### config.mk
export PLATFORM = sky130hd
export DESIGN_NAME = i2c_config_seq
export DESIGN_NICKNAME = d
export VERILOG_FILES = /design/src/rtl/i2c_cfg_pkg.sv /design/src/rtl/i2c_config_rom.sv /design/src/rtl/i2c_config_seq.sv
export SDC_FILE = /design/constraint.sdc
export NUM_CORES = 1
export LEC_CHECK = 0
export ABC_AREA = 0
export CAP_MARGIN = 20
export CORE_MARGIN = 2
export CORE_UTILIZATION = 58
export DETAILED_ROUTE_END_ITERATION = 10
export PLACE_DENSITY_LB_ADDON = 0.05
export SLEW_MARGIN = 20
export SYNTH_ARGS = -nofsm -noshare
export SYNTH_HDL_FRONTEND = slang
export SYNTH_HIERARCHICAL = 1
export SYNTH_SLANG_ARGS = --single-unit
### constraint.sdc
create_clock -name PT_CK -period 3.6 [get_ports PT_CK]
set_input_delay 0.72 -clock PT_CK [delete_from_list [all_inputs] [get_ports PT_CK]]
set_output_delay 0.72 -clock PT_CK [all_outputs]
set_load 0.05 [all_outputs]
### src/rtl/i2c_cfg_pkg.sv
// rtl/i2c_cfg_pkg.sv - shared states, constants and counter helper for the I2C config sequencer
package i2c_cfg_pkg;

  typedef enum logic [3:0] {
    ST_IDLE,
    ST_PWRUP,
    ST_LOAD,
    ST_GO_HI,
    ST_WAIT_LOW,
    ST_WAIT_HIGH,
    ST_CHECK,
    ST_GAP,
    ST_DONE,
    ST_FAIL
  } seq_state_t;

  localparam logic [7:0] BYTE_NUM_C         = 8'd2;
  localparam logic [7:0] DEFAULT_SLAVE_ADDR = 8'h72;
  localparam int         GO_HI_CYCLES       = 2;

  // True on the final cycle of a phase that lasts 'limit' cycles, counting from cnt=0.
  function automatic logic cnt_last(input logic [31:0] cnt, input int limit);
    return (cnt + 32'd1) >= 32'(limit);
  endfunction

endpackage

### src/rtl/i2c_config_rom.sv
// rtl/i2c_config_rom.sv - combinational {register, data} table for HDMI transmitter bring-up
module i2c_config_rom #(
  parameter int NUM_REGS = 31
) (
  input  logic [5:0]  index,
  output logic [15:0] entry
);

  logic [15:0] raw;

  always_comb begin
    raw = 16'h0000;
    case (index)
      6'd0:  raw = 16'h9803;
      6'd1:  raw = 16'h0100;
      6'd2:  raw = 16'h0218;
      6'd3:  raw = 16'h0300;
      6'd4:  raw = 16'h1470;
      6'd5:  raw = 16'h1520;
      6'd6:  raw = 16'h1630;
      6'd7:  raw = 16'h1846;
      6'd8:  raw = 16'h4080;
      6'd9:  raw = 16'h4110;
      6'd10: raw = 16'h49A8;
      6'd11: raw = 16'h5510;
      6'd12: raw = 16'h5608;
      6'd13: raw = 16'h96F6;
      6'd14: raw = 16'h7307;
      6'd15: raw = 16'h761F;
      6'd16: raw = 16'h9803;
      6'd17: raw = 16'h9902;
      6'd18: raw = 16'h9AE0;
      6'd19: raw = 16'h9C30;
      6'd20: raw = 16'h9D61;
      6'd21: raw = 16'hA2A4;
      6'd22: raw = 16'hA3A4;
      6'd23: raw = 16'hA504;
      6'd24: raw = 16'hAB40;
      6'd25: raw = 16'hAF16;
      6'd26: raw = 16'hBA60;
      6'd27: raw = 16'hD1FF;
      6'd28: raw = 16'hDE10;
      6'd29: raw = 16'hE460;
      6'd30: raw = 16'hFA7D;
      default: raw = 16'h0000;
    endcase
    // Entries past the configured table length read as zero.
    entry = (32'(index) < 32'(NUM_REGS)) ? raw : 16'h0000;
  end

endmodule

### src/rtl/i2c_config_seq.sv
// rtl/i2c_config_seq.sv - walks the register table, issuing one I2C write per entry with retry
module i2c_config_seq
  import i2c_cfg_pkg::*;
#(
  parameter logic [7:0] SLAVE_ADDR   = DEFAULT_SLAVE_ADDR,
  parameter int         NUM_REGS     = 31,
  parameter int         PWRUP_CYCLES = 1000,
  parameter int         GAP_CYCLES   = 16,
  parameter int         MAX_RETRY    = 3,
  parameter int         TIMEOUT      = 4096
) (
  input  logic        PT_CK,
  input  logic        RESET,
  input  logic        START,
  input  logic        END_OK,
  input  logic        ACK_OK,
  output logic        GO,
  output logic [15:0] REG_DATA,
  output logic [7:0]  SLAVE_ADDRESS,
  output logic [7:0]  BYTE_NUM,
  output logic        BUSY,
  output logic        DONE,
  output logic        FAIL,
  output logic [5:0]  INDEX,
  output logic [7:0]  RETRY_TOTAL
);

  localparam logic [5:0] LAST_IDX = 6'(NUM_REGS - 1);

  seq_state_t  state, state_nxt;
  logic        start_q;
  logic        start_rise;
  logic [31:0] cnt;
  logic [7:0]  retry_cnt;
  logic        nack;
  logic        retry_ok;
  logic [15:0] rom_data;

  assign start_rise    = START & ~start_q;
  assign retry_ok      = 32'(retry_cnt) < 32'(MAX_RETRY);
  assign SLAVE_ADDRESS = SLAVE_ADDR;
  assign BYTE_NUM      = BYTE_NUM_C;

  i2c_config_rom #(
    .NUM_REGS (NUM_REGS)
  ) u_rom (
    .index (INDEX),
    .entry (rom_data)
  );

  always_ff @(posedge PT_CK) begin
    if (RESET) begin
      state <= ST_IDLE;
    end else begin
      state <= state_nxt;
    end
  end

  always_comb begin
    state_nxt = state;
    GO        = 1'b0;
    BUSY      = 1'b1;
    DONE      = 1'b0;
    FAIL      = 1'b0;
    case (state)
      ST_IDLE, ST_DONE, ST_FAIL: begin
        BUSY = 1'b0;
        DONE = (state == ST_DONE);
        FAIL = (state == ST_FAIL);
        if (start_rise) state_nxt = ST_PWRUP;
      end
      ST_PWRUP:     if (cnt_last(cnt, PWRUP_CYCLES)) state_nxt = ST_LOAD;
      ST_LOAD:      state_nxt = ST_GO_HI;
      ST_GO_HI: begin
        GO = 1'b1;
        if (cnt_last(cnt, GO_HI_CYCLES)) state_nxt = ST_WAIT_LOW;
      end
      ST_WAIT_LOW: begin
        if (!END_OK)                      state_nxt = ST_WAIT_HIGH;
        else if (cnt_last(cnt, TIMEOUT))  state_nxt = ST_CHECK;
      end
      ST_WAIT_HIGH: if (END_OK || cnt_last(cnt, TIMEOUT)) state_nxt = ST_CHECK;
      ST_CHECK: begin
        if (!nack)         state_nxt = (INDEX == LAST_IDX) ? ST_DONE : ST_GAP;
        else if (retry_ok) state_nxt = ST_GAP;
        else               state_nxt = ST_FAIL;
      end
      ST_GAP:       if (cnt_last(cnt, GAP_CYCLES)) state_nxt = ST_LOAD;
      default:      state_nxt = ST_IDLE;
    endcase
  end

  always_ff @(posedge PT_CK) begin
    if (RESET) begin
      start_q     <= 1'b0;
      cnt         <= '0;
      retry_cnt   <= '0;
      nack        <= 1'b0;
      INDEX       <= '0;
      RETRY_TOTAL <= '0;
      REG_DATA    <= '0;
    end else begin
      start_q <= START;

      // Every timed phase starts from zero on entry.
      if (state_nxt != state) begin
        cnt <= '0;
      end else if (state inside {ST_PWRUP, ST_GO_HI, ST_WAIT_LOW, ST_WAIT_HIGH, ST_GAP}) begin
        cnt <= cnt + 32'd1;
      end

      case (state)
        ST_IDLE, ST_DONE, ST_FAIL: begin
          if (start_rise) begin
            INDEX       <= '0;
            RETRY_TOTAL <= '0;
            retry_cnt   <= '0;
          end
        end
        ST_LOAD: REG_DATA <= rom_data;
        ST_WAIT_LOW: begin
          if (END_OK && cnt_last(cnt, TIMEOUT)) nack <= 1'b1;
        end
        ST_WAIT_HIGH: begin
          if (END_OK)                      nack <= ACK_OK;
          else if (cnt_last(cnt, TIMEOUT)) nack <= 1'b1;
        end
        ST_CHECK: begin
          if (!nack) begin
            if (INDEX != LAST_IDX) begin
              INDEX     <= INDEX + 6'd1;
              retry_cnt <= '0;
            end
          end else if (retry_ok) begin
            retry_cnt <= retry_cnt + 8'd1;
            if (RETRY_TOTAL != 8'hFF) RETRY_TOTAL <= RETRY_TOTAL + 8'd1;
          end
        end
        default: ;
      endcase
    end
  end

endmodule

* Word level (Yosys, flattened, before mapping)
Memory sizes are Yosys's and may differ from the RTL's. A register that Yosys moved wholly into a read port is not among the register bits.
Index checks and enable logic that the tools add are counted.
** Storage, ports and cells
- Memories :: 1
- ROM bits :: 512
- Flip-flop bits (word level) :: 76
** Memories
- (no name shown) :: words 32, bits a word 16, read ports 1, clocked after memory_dff 1, write ports 0, RTL line i2c_config_rom.sv:13 : case (index)
** Operators by class
- Reductions and logical operators :: 12
- Multiplexer cells :: 36
- Add/sub/neg operators :: 4
- Bitwise gates (word level) :: 2
- Equal/unequal tests :: 23
- Order comparisons :: 6
** Operators with widths (count)
- two-way mux 8 bit :: 7
- two-way mux 4 bit :: 10
- adder 32 x 1 -> 32 bit, second input constant :: 1
- >= comparator 32 x 10 -> 1 bit, second input constant :: 1
- >= comparator 32 x 13 -> 1 bit, second input constant :: 1
- >= comparator 32 x 2 -> 1 bit, second input constant :: 1
- >= comparator 32 x 5 -> 1 bit, second input constant :: 1
- two-way mux 16 bit :: 2
- one-hot mux 4 bit (8 select lines) :: 1
- one-hot mux 8 bit (2 select lines) :: 2
- two-way mux 6 bit :: 3
- adder 8 x 1 -> 8 bit, second input constant :: 2
- equality test 4 x 3 -> 1 bit, second input constant :: 4
- inequality test 2 bit, second input constant :: 6
- one-hot mux 6 bit (2 select lines) :: 1
- two-way mux 5 bit :: 2
- inequality test 3 bit, second input constant :: 3
- equality test 4 x 2 -> 1 bit, second input constant :: 2
- equality test 4 bit, second input constant :: 2
- < comparator 8 x 2 -> 1 bit, second input constant :: 1
- inequality test 8 bit, second input constant :: 1
- AND reduction 4 bit :: 2
- two-way mux 1 bit :: 7
- adder 6 x 1 -> 6 bit, second input constant :: 1
- 18 further kinds :: 19

* Depth between registers and ports, before layout
Gate-level depths: netlist of the first run.
- Depth in word-level cells :: 7
- Gate-level depth with buffers :: 13
- Mapped depth without buffers :: 11

* Modules after synthesis
Netlist of the first run, hierarchy kept.
** Modules (own cells, without submodules)
- i2c_config_seq :: seq. area each 1521.5 µm², area each 4545.6 µm², times used 1, cells an instance 571
- i2c_config_rom :: seq. area each 0.0 µm², area each 917.1 µm², times used 1, cells an instance 139

* Worst setup path before layout of the first run
No wires, ideal clock.
- Path type :: reg-to-reg
- From :: register cnt[1]
- To :: register cnt[26]
- Arrival time :: 2.972 ns
- Stages on the path, launching flop included :: 13
- Data required time :: 3.537 ns
- Setup time :: 0.063 ns
- Clock period less this slack :: 3.035 ns
- Buffers on the path :: 3
- Slack :: 0.565 ns
- Cells stage by stage :: dfxtp_1 clkbuf_2 nand4_2 or4_4 buf_6 nor3_1 mux2_2 a2111oi_4 a31oi_1 xnor2_1 nand4b_2 buf_6 nor2_2
** On the way
- Longest elaborated chain between the ends :: 7
** Ends and longest elaborated chain
- from (decl) :: RTL line i2c_config_seq.sv:33 : logic [31:0] cnt;
- from (signal assigned) :: RTL line i2c_config_seq.sv:109 : cnt <= cnt + 32'd1;
- adder 32 x 1 -> 32 bit * :: RTL line i2c_cfg_pkg.sv:23, i2c_config_seq.sv:109
- >= comparator 32 x 13 -> 1 bit :: RTL line i2c_cfg_pkg.sv:23 : return (cnt + 32'd1) >= 32'(limit);
- two-way mux 4 bit or logical OR 1 bit (tied branches) :: RTL line i2c_config_seq.sv:80, i2c_config_seq.sv:82
- two-way mux 4 bit, on equally long branches :: RTL line i2c_config_seq.sv:79, i2c_config_seq.sv:82
- one-hot mux 4 bit (8 select lines) :: RTL line i2c_config_seq.sv:65 : case (state)
- inequality test 4 bit :: RTL line i2c_config_seq.sv:106 : if (state_nxt != state) begin
- OR reduction 2 bit (no line)
Every way passes the cells marked *; elsewhere a longest branch is shown, timed or not.
A chain may end at the register's enable or synchronous reset.

* Worst setup path in the final report of the first run
- From :: register cnt[5]
- To :: register cnt[24]
The elaborated chain is that of the path after synthesis.

==> summary.md, run 1 <==
| Metric | Value |
|---|---|
| Fin. max-slew vios | 0 |
| Most common cell after layout, fill and taps aside | nand2_1 |
| Most frequent cells in the layout | nand2_1, dfxtp_1, nor2_1, a21oi_1, clkdlybuf4s50_1 |
| Worst Setup Start Kind | flip-flop |
| Placed cell areas | 5720 µm² |
| Cts bufs inserted | 9 |
| Share of cells above drive strength 1 | 12.4% |
| Yosys warning count | 6 |
| CORE AREA | 9200 µm² |
| Ys flop type | dfxtp_1 |
| Nets@finish | 741 |
| Drt initial violations | 318 |
| Area Overhead vs Synth | 8.31% |
| Number of synthesized flops with an enable pin | 0 |
| Io pins | 55 |
| Row cnt | 35 |
| Detailed Place HPWL | 9040 µm |
| Wire per inst | 15.3 µm |
| Vias in the first global route | 4502 |
| Syn Inst Count | 710 |
| Total gr overflow | 0 |
| Clock Pin Slew Worst Setup and Hold Paths | 0.09 ns |
| FMAX | 301 MHz |
| Via-per-instance ratio | 6.07 |
| Hold WC Path Type | flip-flop to flip-flop |
| Largest net degree at the start of global routing | 43 |
| Worst Setup End Kind | flip-flop |
| Reg2reg setup slack | 0.28 ns |
| Tmin final | 3.32 ns |
| Period utilisation layout | 92.2% |
| Asr flop ratio synth | 0% |
| Antenna violations before repair | 0 |
| Number of port buffers | 38 |
| GRT Util Overall | 26.3% |
| Routed WL | 12900 µm |
| Final ANT Viol Nets | 0 |
| Synthesized cell area | 5460 µm² |
| Rel. slew slack | 53.5% |
| # DRC | 0 |
| H-tree depth | 3 |
| Fill cell count | 839 |
| #FFs+latches synth | 76 |
| Clock tree buffer depth | 2 |
| Crit path kind | flip-flop to flip-flop |
| Clock skew | 0.0139 ns |
| Antenna fix cells | 0 |
| CTS tree | done |
| RSZ-0062 raised after global routing | false |
| Total setup buffers inserted after CTS | 0 |
| Initial core utilization | 59.4% |
| Routability cong. | 0.956 |
| Post-synth cell types | 88 |
| Setup-failing EPs final | 0 |
| Final cell area excluding filler cells | 5920 µm² |
| Worst VDD drop | 0.000154 V |
| Die width | 101 µm |
| Pwr dens | 274 nW/µm² |
| Crit-path max FO | 32 |
| WP data required | 3.89 ns |
| Max Cap Viol | 0 |
| Clk_lat worst skew | 0.36 ns |
| TritonRoute pass-1 iters | 6 |
| Status | complete, no violations |
| Final hold violations | 0 |
| Die Area | 10200 µm² |
| Clock sink total | 76 |
| First-pass GRT wire length | 21900 µm |
| Via count | 5087 |
| Tightest Pin Transition | 0.693 ns |
| Lkg Pwr | 1.98 nW |
| Total Neg Setup Slack | 0 ns |
| Clock tree root buffer cell | clkbuf_8 |
| Critical path arrival | 3.61 ns |
| Die Y | 101 µm |
| Syn_area_per_cell | 7.69 µm² |
| Sequential area share after synthesis | 27.9% |
-- synth_stat cells, drive strengths merged, types with 9 or more instances --
library cell / instances / area [µm²]
o31ai: 9 / 72.6
buf: 47 / 365
a31oi: 16 / 100
clkbuf: 26 / 113
nor2: 92 / 400
nand2: 84 / 318
nand3: 22 / 115
o21ai: 30 / 150
ha: 14 / 175
dfxtp: 76 / 1520
inv: 16 / 60.1
a21oi: 50 / 250
xor2: 23 / 201
mux2i: 11 / 110
or3: 9 / 57.6
nand4: 25 / 163
and3: 9 / 57.6
xnor2: 24 / 210
nor3: 25 / 151
-- sequential cells by signal, summed over array words and instances (netlist names) --
name and count:
cnt 32, REG_DATA 16, RETRY_TOTAL 8, retry_cnt 8, INDEX 6, state 4
nack 1, start_q 1
-- report_power, final --
group,leakage [nW],internal [mW],switching [mW]
sequential,0.613,0.845,0.00972
combinational,1.27,0.0344,0.111
clock,0.0936,0.265,0.358
total,1.98,1.15,0.478
-- critical path: stages, from the launching register on --
cell and delay (ns):
dfxtp_1 0.50, nand3_1 0.14, or4_4 0.62, nor3_1 0.30
mux2_2 0.42, a2111oi_4 0.31, nand2_2 0.14, o31ai_2 0.28
nand4b_2 0.14, buf_6 0.21, nor2_2 0.15
-- routing by layer --
layer	up-vias	wire length [µm]	global-route usage (%)
met5	-	0	0
li1	2518	-	-
met3	26	695	4.79
met2	179	6160	43.8
met4	0	256	8.42
met1	2364	5740	34.3
-- per-stage QoR --
| step | setup slack (ns) | std cells | hold WS, ns | utilization (%) | power (mW) |
|---|---|---|---|---|---|
| 2_1_floorplan | 0.565 | 724 | 0.432 | - | 1.01 |
| 3_3_place_gp | 0.361 | 822 | 0.444 | 62.2 | 1.02 |
| 4_1_cts | 0.209 | 838 | 0.458 | 64.3 | 1.65 |
| 6_report | 0.282 | 838 | 0.455 | 64.3 | 1.62 |
| 3_5_place_dp | 0.256 | 822 | 0.446 | 62.2 | 1.02 |
| 5_1_grt | 0.0863 | 838 | 0.478 | 64.3 | 1.70 |
-- kinds of logic (layout without fill, tap and decap cells) --
logic type,count (synthesis),in the layout,share of synthesized area [%]
flip-flops,76,76,27.9
AND/OR/NAND/NOR,309,309,29.4
adder cells (fa/ha/maj),15,15,3.39
XOR/XNOR,47,47,7.54
buffers and inverters,90,93,9.92
other,2,16,0.137
AO/OA/AOI/OAI,158,158,19.3
multiplexers,13,13,2.43
-- final timing paths --
path	to	cells after the start	start
worst max-delay path	cnt[24]	10	cnt[5]
worst min-delay path	REG_DATA[14]	2	REG_DATA[14]
worst max register to register	cnt[24]	10	cnt[5]
worst min register to register	REG_DATA[14]	2	REG_DATA[14]
-- repair_timing --
| action | in CTS | in global routing |
|---|---|---|
| setup endpoints to repair | 0 | 10 |
| resized for setup | 0 | 1 |
| hold buffers | 0 | 0 |
-- cell type report --
cell class / count / area (µm²) / area share, %
inverters: 17 / 63.8 / 1.08
clock inverters: 7 / 67.6 / 1.14
multi-input cells: 558 / 3450 / 58.3
repair buffers: 60 / 549 / 9.28
flip-flops and latches: 76 / 1520 / 25.7
clock buffers: 9 / 124 / 2.09
well taps: 111 / 139 / 2.35
Power figures use the tool's default switching activity.
==> run 2: changes to the inputs <==
--- a/config.mk
+++ b/config.mk
@@ -11,5 +11,7 @@
 export CORE_UTILIZATION = 58
 export DETAILED_ROUTE_END_ITERATION = 10
+export GPL_TIMING_DRIVEN = 0
 export PLACE_DENSITY_LB_ADDON = 0.05
+export SKIP_LAST_GASP = 1
 export SLEW_MARGIN = 20
 export SYNTH_ARGS = -nofsm -noshare
==> constraint.sdc (replaced) <==
create_clock -name PT_CK -period 3.6 [get_ports PT_CK]
set_input_delay 0.72 -clock PT_CK [delete_from_list [all_inputs] [get_ports PT_CK]]
set_output_delay 0.72 -clock PT_CK [all_outputs]
set_load 0.02 [all_outputs]
==> run 2 against run 1 <==
  * Critical path depth is 2 higher
  * Utilization is 4.2 points higher
  * Hold slack better by 0.0066 ns
  * Setup slack worse by 0.094 ns
  * Fmax is 2.8% lower
  * Combinational power is 6% higher
  * Sequential share of layout area is 1.6 points lower
  * Flip-flop and latch count stayed put
  * Cell area is 6.5% higher
  * First-iteration DRC count is 37% higher
  * Critical endpoint is now cnt[14]
  * Non-clock buffer count is 53 higher
==> summary.md, run 2 (synthesized netlist as in run 1, its figures left out) <==
| Metric | Value |
|---|---|
| Setup ws final | 0.187 ns (was 0.282 ns) |
| Reg-to-Reg End | cnt[14] (was cnt[24]) |
| Row cnt | 35 (unchanged) |
| Worst Setup End Kind | flip-flop (unchanged) |
| Tightest Pin Transition | 0.821 ns (was 0.693 ns) |
| Fill cell count | 778 (was 839) |
| Worst Setup Start Kind | flip-flop (unchanged) |
| Max Cap Viol | 0 (unchanged) |
| Via count | 5392 (was 5087) |
| Number of flip-flops in the largest register | 32 (unchanged) |
| Reg2Reg Launch Point | cnt[1] (was cnt[5]) |
| Period utilisation layout | 94.8% (was 92.2%) |
| Routed WL | 14200 µm (was 12900 µm) |
| Clock Pin Slew Worst Setup and Hold Paths | 0.08 ns (was 0.09 ns) |
| Critical Path Start | cnt[1] (was cnt[5]) |
| Crit path kind | flip-flop to flip-flop (unchanged) |
| Share of cells above drive strength 1 | 16.2% (was 12.4%) |
| Wire per inst | 15.9 µm (was 15.3 µm) |
| Most common cell after layout, fill and taps aside | nand2_1 (unchanged) |
| Final hold violations | 0 (unchanged) |
| Antenna fix cells | 0 (unchanged) |
| Largest regs | cnt (32), REG_DATA (16) (unchanged) |
| Final ANT Viol Nets | 0 (unchanged) |
| Die Y | 101 µm (unchanged) |
| Critical Path Sink | cnt[14] (was cnt[24]) |
| Setup-failing EPs final | 0 (unchanged) |
| Most frequent cells in the layout | nand2_1, dfxtp_1, nor2_1, a21oi_1, clkdlybuf4s50_1 (unchanged) |
| R2R depth | 12 (was 10) |
| Tmin final | 3.41 ns (was 3.32 ns) |
| WP data required | 3.89 ns (about the same) |
| Post-Place Setup Slack | 0.0570 ns (was 0.256 ns) |
| First-pass GRT wire length | 23100 µm (was 21900 µm) |
| Via-per-instance ratio | 6.05 (was 6.07) |
| H-tree depth | 3 (unchanged) |
| Clock sink total | 76 (unchanged) |
| Clock skew | 0.0167 ns (was 0.0139 ns) |
| CTS Hold Bufs | 0 (unchanged) |
| Clk_lat worst skew | 0.37 ns (was 0.36 ns) |
| Drt initial violations | 437 (was 318) |
| Largest net degree at the start of global routing | 17 (was 43) |
| FMAX | 293 MHz (was 301 MHz) |
| Status | complete, no violations (unchanged) |
| Antenna violations before repair | 0 (unchanged) |
| Clock tree buffer depth | 2 (unchanged) |
| Die width | 101 µm (unchanged) |
| Critical path arrival | 3.71 ns (was 3.61 ns) |
| Reg2reg setup slack | 0.19 ns (was 0.28 ns) |
| Hold WC Path Type | flip-flop to flip-flop (unchanged) |
| CTS tree | done (unchanged) |
| Die Area | 10200 µm² (unchanged) |
| Initial core utilization | 59.4% (unchanged) |
| Top reg by flops | cnt (unchanged) |
| Detailed Place HPWL | 10100 µm (was 9040 µm) |
| Io pins | 55 (unchanged) |
| Cts bufs inserted | 9 (unchanged) |
| Routability cong. | 0.947 (was 0.956) |
| CORE AREA | 9200 µm² (unchanged) |
| TritonRoute pass-1 iters | 6 (unchanged) |
| Fin. max-slew vios | 0 (unchanged) |
| Lkg Pwr | 2.20 nW (was 1.98 nW) |
| Total gr overflow | 0 (unchanged) |
| Number of port buffers | 38 (unchanged) |
| Area Overhead vs Synth | 15.4% (was 8.31%) |
| # DRC | 0 (unchanged) |
| GRT Util Overall | 28.0% (was 26.3%) |
| Total Neg Setup Slack | 0 ns (unchanged) |
| RSZ-0062 raised after global routing | false (unchanged) |
| Rel. slew slack | 44.8% (was 53.5%) |
| Nets@finish | 794 (was 741) |
| Vias in the first global route | 4864 (was 4502) |
| Crit-path max FO | 10 (was 32) |
| Pwr dens | 261 nW/µm² (was 274 nW/µm²) |
| Worst VDD drop | 0.000242 V (was 0.000154 V) |
| Clock tree root buffer cell | clkbuf_8 (unchanged) |
[run 2: cell types whose count changed in the layout (fill, tap and decap cells not counted), moves of 4 or more]
cell | previous run | this run
clkbuf_1 | 0 | 23
buf_2 | 0 | 13
buf_6 | 1 | 10
buf_4 | 21 | 25
[run 2: what timing repair did]
item                                    4_1_cts  5_1_grt
endpoints found under the setup margin        0       32
buffers inserted                              0        2
gates resized for setup                       0       12
[run 2: layout make-up]
class	count	area (µm²)	share of cell area [%]
Timing Repair Buffer	40	395	6.27
Buffer	73	480	7.62
Multi-Input combinational cell	558	3510	55.8
Sequential cell	76	1520	24.1
Inverter	17	63.8	1.01
Tap cell	111	139	2.20
Clock buffer	9	124	1.97
Clock inverter	7	63.8	1.01
[run 2: metal layers]
metal  share of wire [%]  track usage, %  vias up
met2                  48            47.0      249
li1                    -               -     2623
met3                 7.6            4.37       41
met1                  41            36.2     2479
met5                   0               0        -
met4                 2.8            10.1        0
[run 2: worst min path at each step]
stage,endpoint,cells past startpoint,start
CTS,REG_DATA[10],2,REG_DATA[10]
finish,REG_DATA[2],2,REG_DATA[2]
floorplan,retry_cnt[6],2,retry_cnt[6]
detailed placement,REG_DATA[0],2,REG_DATA[0]
global placement,REG_DATA[6],2,REG_DATA[6]
global route,REG_DATA[10],2,REG_DATA[10]
[run 2: where the power goes]
group,switching (mW),internal (mW)
Sequential,0.00520,0.845
Clock,0.377,0.266
Combinational,0.0957,0.0578
[run 2: through the flow]
step	total power, mW	util, %	instance area [µm²]	std cells	hold WS (ns)
floorplan	0.983	-	5520	724	0.432
global placement	1.01	65.6	6030	873	0.447
detailed placement	1.02	65.6	6030	873	0.449
CTS	1.65	67.7	6220	889	0.463
global route	1.70	68.5	6300	891	0.478
finish	1.65	68.5	6300	891	0.462
[run 2: worst max-delay path, stage by stage (launching register included)]
cell and delay [ns]:
dfxtp_1 0.36, clkbuf_4 0.20, nand4_4 0.17, or4_4 0.45, buf_6 0.15, nor3_2 0.22
mux2_2 0.41, a2111oi_4 0.41, nand2_2 0.14, o31ai_2 0.31, nand4b_4 0.20, buf_6 0.19
nor2_1 0.12
